## config.mk

```make
export PLATFORM = sky130hd
export DESIGN_NAME = keypad_event_queue
export DESIGN_NICKNAME = d
export VERILOG_FILES = /design/src/rtl/kp_pkg.sv /design/src/rtl/kp_sync_fifo.sv /design/src/rtl/keypad_event_queue.sv
export SDC_FILE = /design/constraint.sdc
export NUM_CORES = 1
export LEC_CHECK = 0
export BUFFER_PORTS_ARGS = -buffer_cell sky130_fd_sc_hd__buf_2
export CELL_PAD_IN_SITES_DETAIL_PLACEMENT = 2
export CELL_PAD_IN_SITES_GLOBAL_PLACEMENT = 2
export CORE_ASPECT_RATIO = 0.7
export CORE_MARGIN = 3
export CORE_UTILIZATION = 47
export DETAILED_ROUTE_END_ITERATION = 8
export GPL_TIMING_DRIVEN = 0
export PLACE_DENSITY_LB_ADDON = 0.05
export RECOVER_POWER = 25
export SLEW_MARGIN = 20
export SYNTH_ARGS = -nofsm -noshare
export SYNTH_HDL_FRONTEND = slang
export SYNTH_SLANG_ARGS = --single-unit
```

## constraint.sdc

```tcl
create_clock -name iCLK -period 7.3 [get_ports iCLK]
set_clock_uncertainty 0.15 [all_clocks]
set_input_delay 1.095 -clock iCLK [delete_from_list [all_inputs] [get_ports iCLK]]
set_output_delay 1.095 -clock iCLK [all_outputs]
set_load 0.05 [all_outputs]
```

## src/rtl/kp_pkg.sv

```systemverilog
// Shared definitions for the keypad event queue: event word layout,
// timestamp width and the event word packing helper.
package kp_pkg;

  localparam int EV_W        = 16;
  localparam int EV_TYPE_BIT = 15;
  localparam int EV_TS_MSB   = 14;
  localparam int EV_TS_LSB   = 8;
  localparam int EV_KEY_MSB  = 7;
  localparam int TS_W        = 7;
  localparam int KEY_W       = 8;

  localparam logic EV_PRESS   = 1'b1;
  localparam logic EV_RELEASE = 1'b0;

  typedef logic [KEY_W-1:0] key_t;
  typedef logic [TS_W-1:0]  ts_t;
  typedef logic [EV_W-1:0]  ev_word_t;

  // Assemble one event word from its type, timestamp and key code.
  function automatic ev_word_t pack_event(input logic typ, input ts_t ts, input key_t key);
    ev_word_t ev;
    ev                        = '0;
    ev[EV_TYPE_BIT]           = typ;
    ev[EV_TS_MSB:EV_TS_LSB]   = ts;
    ev[EV_KEY_MSB:0]          = key;
    return ev;
  endfunction

endpackage

```

## src/rtl/kp_sync_fifo.sv

```systemverilog
// Generic synchronous first-word-fall-through FIFO. A pop on an empty FIFO
// is ignored; a push while full only succeeds when a pop frees a slot in
// the same cycle. The read port shows zero while empty.
module kp_sync_fifo #(
  parameter int WIDTH = 16,
  parameter int DEPTH = 8
) (
  input  logic                       clk,
  input  logic                       rst,
  input  logic                       wr_en,
  input  logic [WIDTH-1:0]           wr_data,
  input  logic                       rd_en,
  output logic [WIDTH-1:0]           rd_data,
  output logic                       full,
  output logic                       empty,
  output logic [$clog2(DEPTH):0]     count
);

  localparam int AW = $clog2(DEPTH);
  localparam int CW = AW + 1;
  localparam logic [AW-1:0] PTR_ONE = AW'(1);
  localparam logic [CW-1:0] CNT_ONE = CW'(1);
  localparam logic [CW-1:0] CNT_FULL = CW'(DEPTH);

  logic [WIDTH-1:0] mem_q [DEPTH];
  logic [AW-1:0]    wr_ptr_q, wr_ptr_d;
  logic [AW-1:0]    rd_ptr_q, rd_ptr_d;
  logic [CW-1:0]    count_q, count_d;
  logic             do_push;
  logic             do_pop;

  // Decide which requests succeed and advance pointers/occupancy.
  always_comb begin
    do_pop   = rd_en & (count_q != '0);
    do_push  = wr_en & ((count_q != CNT_FULL) | do_pop);
    wr_ptr_d = wr_ptr_q;
    rd_ptr_d = rd_ptr_q;
    count_d  = count_q;
    if (do_push) begin
      wr_ptr_d = wr_ptr_q + PTR_ONE;
    end
    if (do_pop) begin
      rd_ptr_d = rd_ptr_q + PTR_ONE;
    end
    if (do_push && !do_pop) begin
      count_d = count_q + CNT_ONE;
    end else if (do_pop && !do_push) begin
      count_d = count_q - CNT_ONE;
    end
  end

  // Control state: pointers and occupancy, cleared by reset.
  always_ff @(posedge clk) begin
    if (rst) begin
      wr_ptr_q <= '0;
      rd_ptr_q <= '0;
      count_q  <= '0;
    end else begin
      wr_ptr_q <= wr_ptr_d;
      rd_ptr_q <= rd_ptr_d;
      count_q  <= count_d;
    end
  end

  // Storage array; contents are only meaningful between the pointers.
  always_ff @(posedge clk) begin
    if (do_push) begin
      mem_q[wr_ptr_q] <= wr_data;
    end
  end

  // Head of queue falls through; zero is presented while empty.
  always_comb begin
    empty   = (count_q == '0);
    full    = (count_q == CNT_FULL);
    count   = count_q;
    rd_data = empty ? '0 : mem_q[rd_ptr_q];
  end

endmodule

```

## src/rtl/keypad_event_queue.sv

```systemverilog
// Keypad event queue: turns the scanner strobe and key-state vector into
// timestamped press/release words and buffers them for a processor.
module keypad_event_queue
  import kp_pkg::*;
#(
  parameter int DEPTH    = 8,
  parameter int TICK_DIV = 100000
) (
  input  logic                       iCLK,
  input  logic                       iRST,
  input  logic [15:0]                iKEYST,
  input  logic [7:0]                 iKEYNUM,
  input  logic                       iKEY_IRQ,
  input  logic                       iRD_EN,
  input  logic                       iIRQ_EN,
  input  logic                       iCLR_OVF,
  output logic [15:0]                oDATA,
  output logic                       oEMPTY,
  output logic [$clog2(DEPTH):0]     oCOUNT,
  output logic                       oOVF,
  output logic                       oIRQ
);

  localparam int PW = (TICK_DIV > 1) ? $clog2(TICK_DIV) : 1;
  localparam logic [PW-1:0] PRESC_LAST = PW'(TICK_DIV - 1);
  localparam logic [PW-1:0] PRESC_ONE  = PW'(1);
  localparam ts_t           TS_ONE     = TS_W'(1);

  logic          irq_q, irq_d;
  logic          nz_q, nz_d;
  key_t          last_key_q, last_key_d;
  logic [PW-1:0] presc_q, presc_d;
  ts_t           tick_q, tick_d;
  logic          ovf_q, ovf_d;

  logic          press_det;
  logic          rel_det;
  logic          push;
  ev_word_t      ev_word;
  logic          fifo_full;
  logic          fifo_empty;
  logic          drop;

  // Edge detection, event word selection and last-key tracking.
  always_comb begin
    press_det  = iKEY_IRQ & ~irq_q;
    rel_det    = ~(|iKEYST) & nz_q;
    push       = press_det | rel_det;
    // A press and a release in the same cycle: only the press is kept.
    ev_word    = press_det ? pack_event(EV_PRESS, tick_q, iKEYNUM)
                           : pack_event(EV_RELEASE, tick_q, last_key_q);
    irq_d      = iKEY_IRQ;
    nz_d       = |iKEYST;
    last_key_d = press_det ? iKEYNUM : last_key_q;
  end

  // Prescaler and 7-bit tick counter; the tick wraps naturally at 127.
  always_comb begin
    presc_d = presc_q + PRESC_ONE;
    tick_d  = tick_q;
    if (presc_q == PRESC_LAST) begin
      presc_d = '0;
      tick_d  = tick_q + TS_ONE;
    end
  end

  // Sticky overflow: a drop sets it and beats a simultaneous clear.
  always_comb begin
    drop  = push & fifo_full & ~iRD_EN;
    ovf_d = ovf_q;
    if (drop) begin
      ovf_d = 1'b1;
    end else if (iCLR_OVF) begin
      ovf_d = 1'b0;
    end
  end

  // Control registers, all cleared by synchronous reset.
  always_ff @(posedge iCLK) begin
    if (iRST) begin
      irq_q      <= 1'b0;
      nz_q       <= 1'b0;
      last_key_q <= '0;
      presc_q    <= '0;
      tick_q     <= '0;
      ovf_q      <= 1'b0;
    end else begin
      irq_q      <= irq_d;
      nz_q       <= nz_d;
      last_key_q <= last_key_d;
      presc_q    <= presc_d;
      tick_q     <= tick_d;
      ovf_q      <= ovf_d;
    end
  end

  kp_sync_fifo #(
    .WIDTH (EV_W),
    .DEPTH (DEPTH)
  ) u_fifo (
    .clk     (iCLK),
    .rst     (iRST),
    .wr_en   (push),
    .wr_data (ev_word),
    .rd_en   (iRD_EN),
    .rd_data (oDATA),
    .full    (fifo_full),
    .empty   (fifo_empty),
    .count   (oCOUNT)
  );

  // Status outputs; the interrupt follows the FIFO state with no delay.
  always_comb begin
    oEMPTY = fifo_empty;
    oOVF   = ovf_q;
    oIRQ   = iIRQ_EN & ~fifo_empty;
  end

endmodule
```

==> implementation parameters <==
Parameter                              Value

Outcome
  Status    finished clean

Die
  Initial core utilization    0.483
  Count of pins on the block boundary    53
  Height of the die    109 um
  Die area    0.0168 mm^2
  Number of rows in the core area    37
  Core area    0.0148 mm^2
  Die W    roughly 150 um

Final layout
  Share of final-layout standard cells stronger than drive strength 1    0.267
  Antenna fix cells    0
  Share of the core filled with cells    0.565
  Number of nets in the layout    around 590
  Design area    between 0.008 and 0.009 mm^2
  Syn-to-layout area delta    16.9%

Drt
  Detailed-route vias per instance    ~5.8
  Iter 0 DRT Violations    287
  Drt pass-1 iters    4
  Sum of routed wire length over all layers    between 20000 and 25000 um
  # DRC    0
  Via count of the routed design    ~4400
  Antenna violation net count after detailed routing    0
  Post-detailed-route wirelength per cell    27.4 um

Setup path
  Reg2Reg Capture Point    u_fifo.count[3]$_SDFFE_PP0P_
  Crit path launch type    flop
  Endpoint of the most critical setup path    oDATA[15]
  Crit path kind    flop to output pin
  Cell breakdown of the critical path    clkbuf_1 > buf_2 > mux4_2 > mux2i_1 > nor2_1 > buf_2
  Setup crit end kind    output pin
  Data required time at the worst endpoint    ~6 ns
  Count of buffering cells on the critical path with inverters included    3
  Kind of cell adding the most delay to the critical path    buffers and inverters
  Logic depth of the worst setup path including buffers    6
  Register-to-register path setup slack    approximately 3.9 ns
  Most used cell along the critical path    buf_2
  Logic depth of the worst register-to-register path    13
  Slowest stage cell, crit path    mux4_2
  Critical path data arrival time    2.66 ns
  Reg2Reg Launch Point    irq_q$_SDFF_PP0_
  Top fanout value on the critical path    10
  Delay contributed by the slowest stage of the critical path    0.57 ns

Yosys
  Count of synthesis-stage warnings from yosys    0
  Async S/R FF share, synth    0
  Largest cells by area after synthesis    edfxtp_1 (54%), dfxtp_1 (13%), mux4_2 (10%)
  Commonest cells in the synthesized netlist    edfxtp_1 (128), dfxtp_1 (48), nor2_1 (48), nand2_1 (36), mux4_2 (32)
  Net Count, Synth    507
  Seq/Total Area, Yosys    0.671
  Gate count after technology mapping    approximately 470
  Distinct cell type count after synthesis    49
  Most numerous cell in the Yosys netlist    edfxtp_1
  Mapped cell area    0.00716 mm^2
  Flip-flop and latch count after synthesis    176
  Dominant register cell in the synthesized netlist    edfxtp_1
  Count of flip-flops with a built-in enable after synthesis    ~130
  Cell type contributing the most total cell area after synthesis    edfxtp_1
  Per-instance average area after synthesis    roughly 15 um^2
  Yosys top cell area share    0.537

STA
  Final-report hold violation count    0
  Shortest period the worst path allows    approximately 4 ns
  FMAX    0.256 GHz
  Sum of negative setup slack    0 ns
  Setup repair after global routing missed its margin    no
  Transition time at the pin with the least slew margin    1.00 ns
  Fraction of the cycle the final worst path needs    0.535
  Worst hold slack across all endpoints    ~0.31 ns
  Final Max Tran Viols    0
  Relative max-transition margin    0.332
  Final setup violation count    0

GRT
  Congestion Overflow GR    0
  Largest net degree at the start of global routing    18
  Global-route wire length before repair    32200 um
  All-Layer GR Usage    0.265
  Initial antenna violation count    0
  Via count of the first global-routing pass    4993

CTS
  Total number of clock tree sinks    176
  Clk slew on worst S/H paths    0.07 ns
  Longest Clk Path Bufs    2
  Worst skew pair latency    0.44 ns
  H-tree depth reported by CTS    4
  Number of resized instances in the post-cts repair step    0
  Clock root buffer master    clkbuf_16
  Hold buffer count at cts    0
  Number of buffers added for setup after CTS    0
  Clock buffers created by TritonCTS    17
  CTS tree    built

Power
  Static Leakage    around 2.9 nW
  Power density of the placed cells    around 340 mW/mm^2
  Post-layout power    2.86 mW
  Max rail drop VDD    0.165 mV

Placed design
  IO Port Bufs    52
  Routability-driven placement congestion ratio    around 0.74
  Cell area after placement    0.00782 mm^2
  Post-DP HPWL    13900 um

Hold path
  Kind of path behind the tightest hold check    flop to flop

Run
  Max-cap violations    0
logic make-up after synthesis:
group                      count (synthesis)  share of synthesized area
buffers and inverters                     29                     0.0171
AOI/OAI and AO/OA                         22                     0.0191
DFF                                      176                      0.671
muxes                                     57                      0.136
and+or+nand+nor                          160                      0.120
xor gates and xnor gates                  17                     0.0208
adders and majority gates                  8                     0.0150
placed cells by master, fill, tap and decap left out, types with 10 or more instances in the layout:
| master | instances |
|---|---|
| dfxtp_1 | 48 |
| clkbuf_1 | 18 |
| xor2_1 | 10 |
| nor2b_1 | 19 |
| buf_2 | 61 |
| nor2_1 | 48 |
| edfxtp_1 | 128 |
| nand2_1 | 36 |
| mux4_2 | 32 |
| mux2i_1 | 21 |
| clkbuf_16 | 17 |
flip-flops by register name, summed over array words and instances, names as in the netlist, named ones only:
signal / flops
presc_q: 17
u_fifo.mem_q: 128
u_fifo.count: 4
irq_q: 1
tick_q: 7
u_fifo.rd_ptr_q: 3
oOVF: 1
nz_q: 1
last_key_q: 8
u_fifo.wr_ptr_q: 3
worst reg2reg max path, delay by kind of cell (launching register included):
family	cells	cell delay, ns
AO/OA/AOI/OAI	4	0.77
adder cells (fa/ha/maj)	2	0.50
buffers and inverters	4	0.85
flip-flops	1	0.31
multiplexers	2	0.58
AND/OR/NAND/NOR	1	0.10
power breakdown:
part	internal (mW)	leakage, nW	total [mW]	switching, mW
clock network	0.475	0.265	0.889	0.414
logic	0.274	1.10	0.817	0.543
registers	1.11	1.58	1.15	0.0376
total	1.86	2.94	2.86	0.994
stage by stage:
stage          worst slack [ns]  cells
6_report                   3.40    764
5_1_grt                    3.22    764
4_1_cts                    3.34    764
3_5_place_dp               3.07    732
3_3_place_gp               1.10    716
2_1_floorplan              3.09    469
how the worst min path moves through the flow:
stage	from	endpoint	slack, ns	cells past startpoint
global placement	presc_q[0]$_SDFF_PP0_	presc_q[0]$_SDFF_PP0_	0.29	1
detailed placement	presc_q[0]$_SDFF_PP0_	presc_q[0]$_SDFF_PP0_	0.31	1
finish	presc_q[0]$_SDFF_PP0_	presc_q[0]$_SDFF_PP0_	0.31	1
floorplan	presc_q[0]$_SDFF_PP0_	presc_q[0]$_SDFF_PP0_	0.28	1
global route	presc_q[0]$_SDFF_PP0_	presc_q[0]$_SDFF_PP0_	0.35	1
CTS	presc_q[0]$_SDFF_PP0_	presc_q[0]$_SDFF_PP0_	0.32	1
cell type report:
| class | count | area [um^2] |
|---|---|---|
| Clock inverter | 14 | 134 |
| Tap cell | 195 | 244 |
| Clock buffer | 18 | 429 |
| Fill cell | 1376 | 6450 |
| Timing Repair Buffer | 68 | 372 |
| Inverter | 7 | 26.3 |
| Buffer | 22 | 87.6 |
| Multi-Input combinational cell | 264 | 2270 |
| Sequential cell | 176 | 4800 |
per-layer routing:
| layer | track usage | vias up | wire (um) |
|---|---|---|---|
| met1 | 0.339 | 2327 | 8750 |
| met2 | 0.463 | 123 | 10800 |
| met4 | 0.0800 | 0 | 339 |
| met5 | 0 | - | 0 |
| met3 | 0.0539 | 23 | 1030 |
| li1 | - | 1948 | - |
Note: power is estimated with default switching activity, not from simulation.
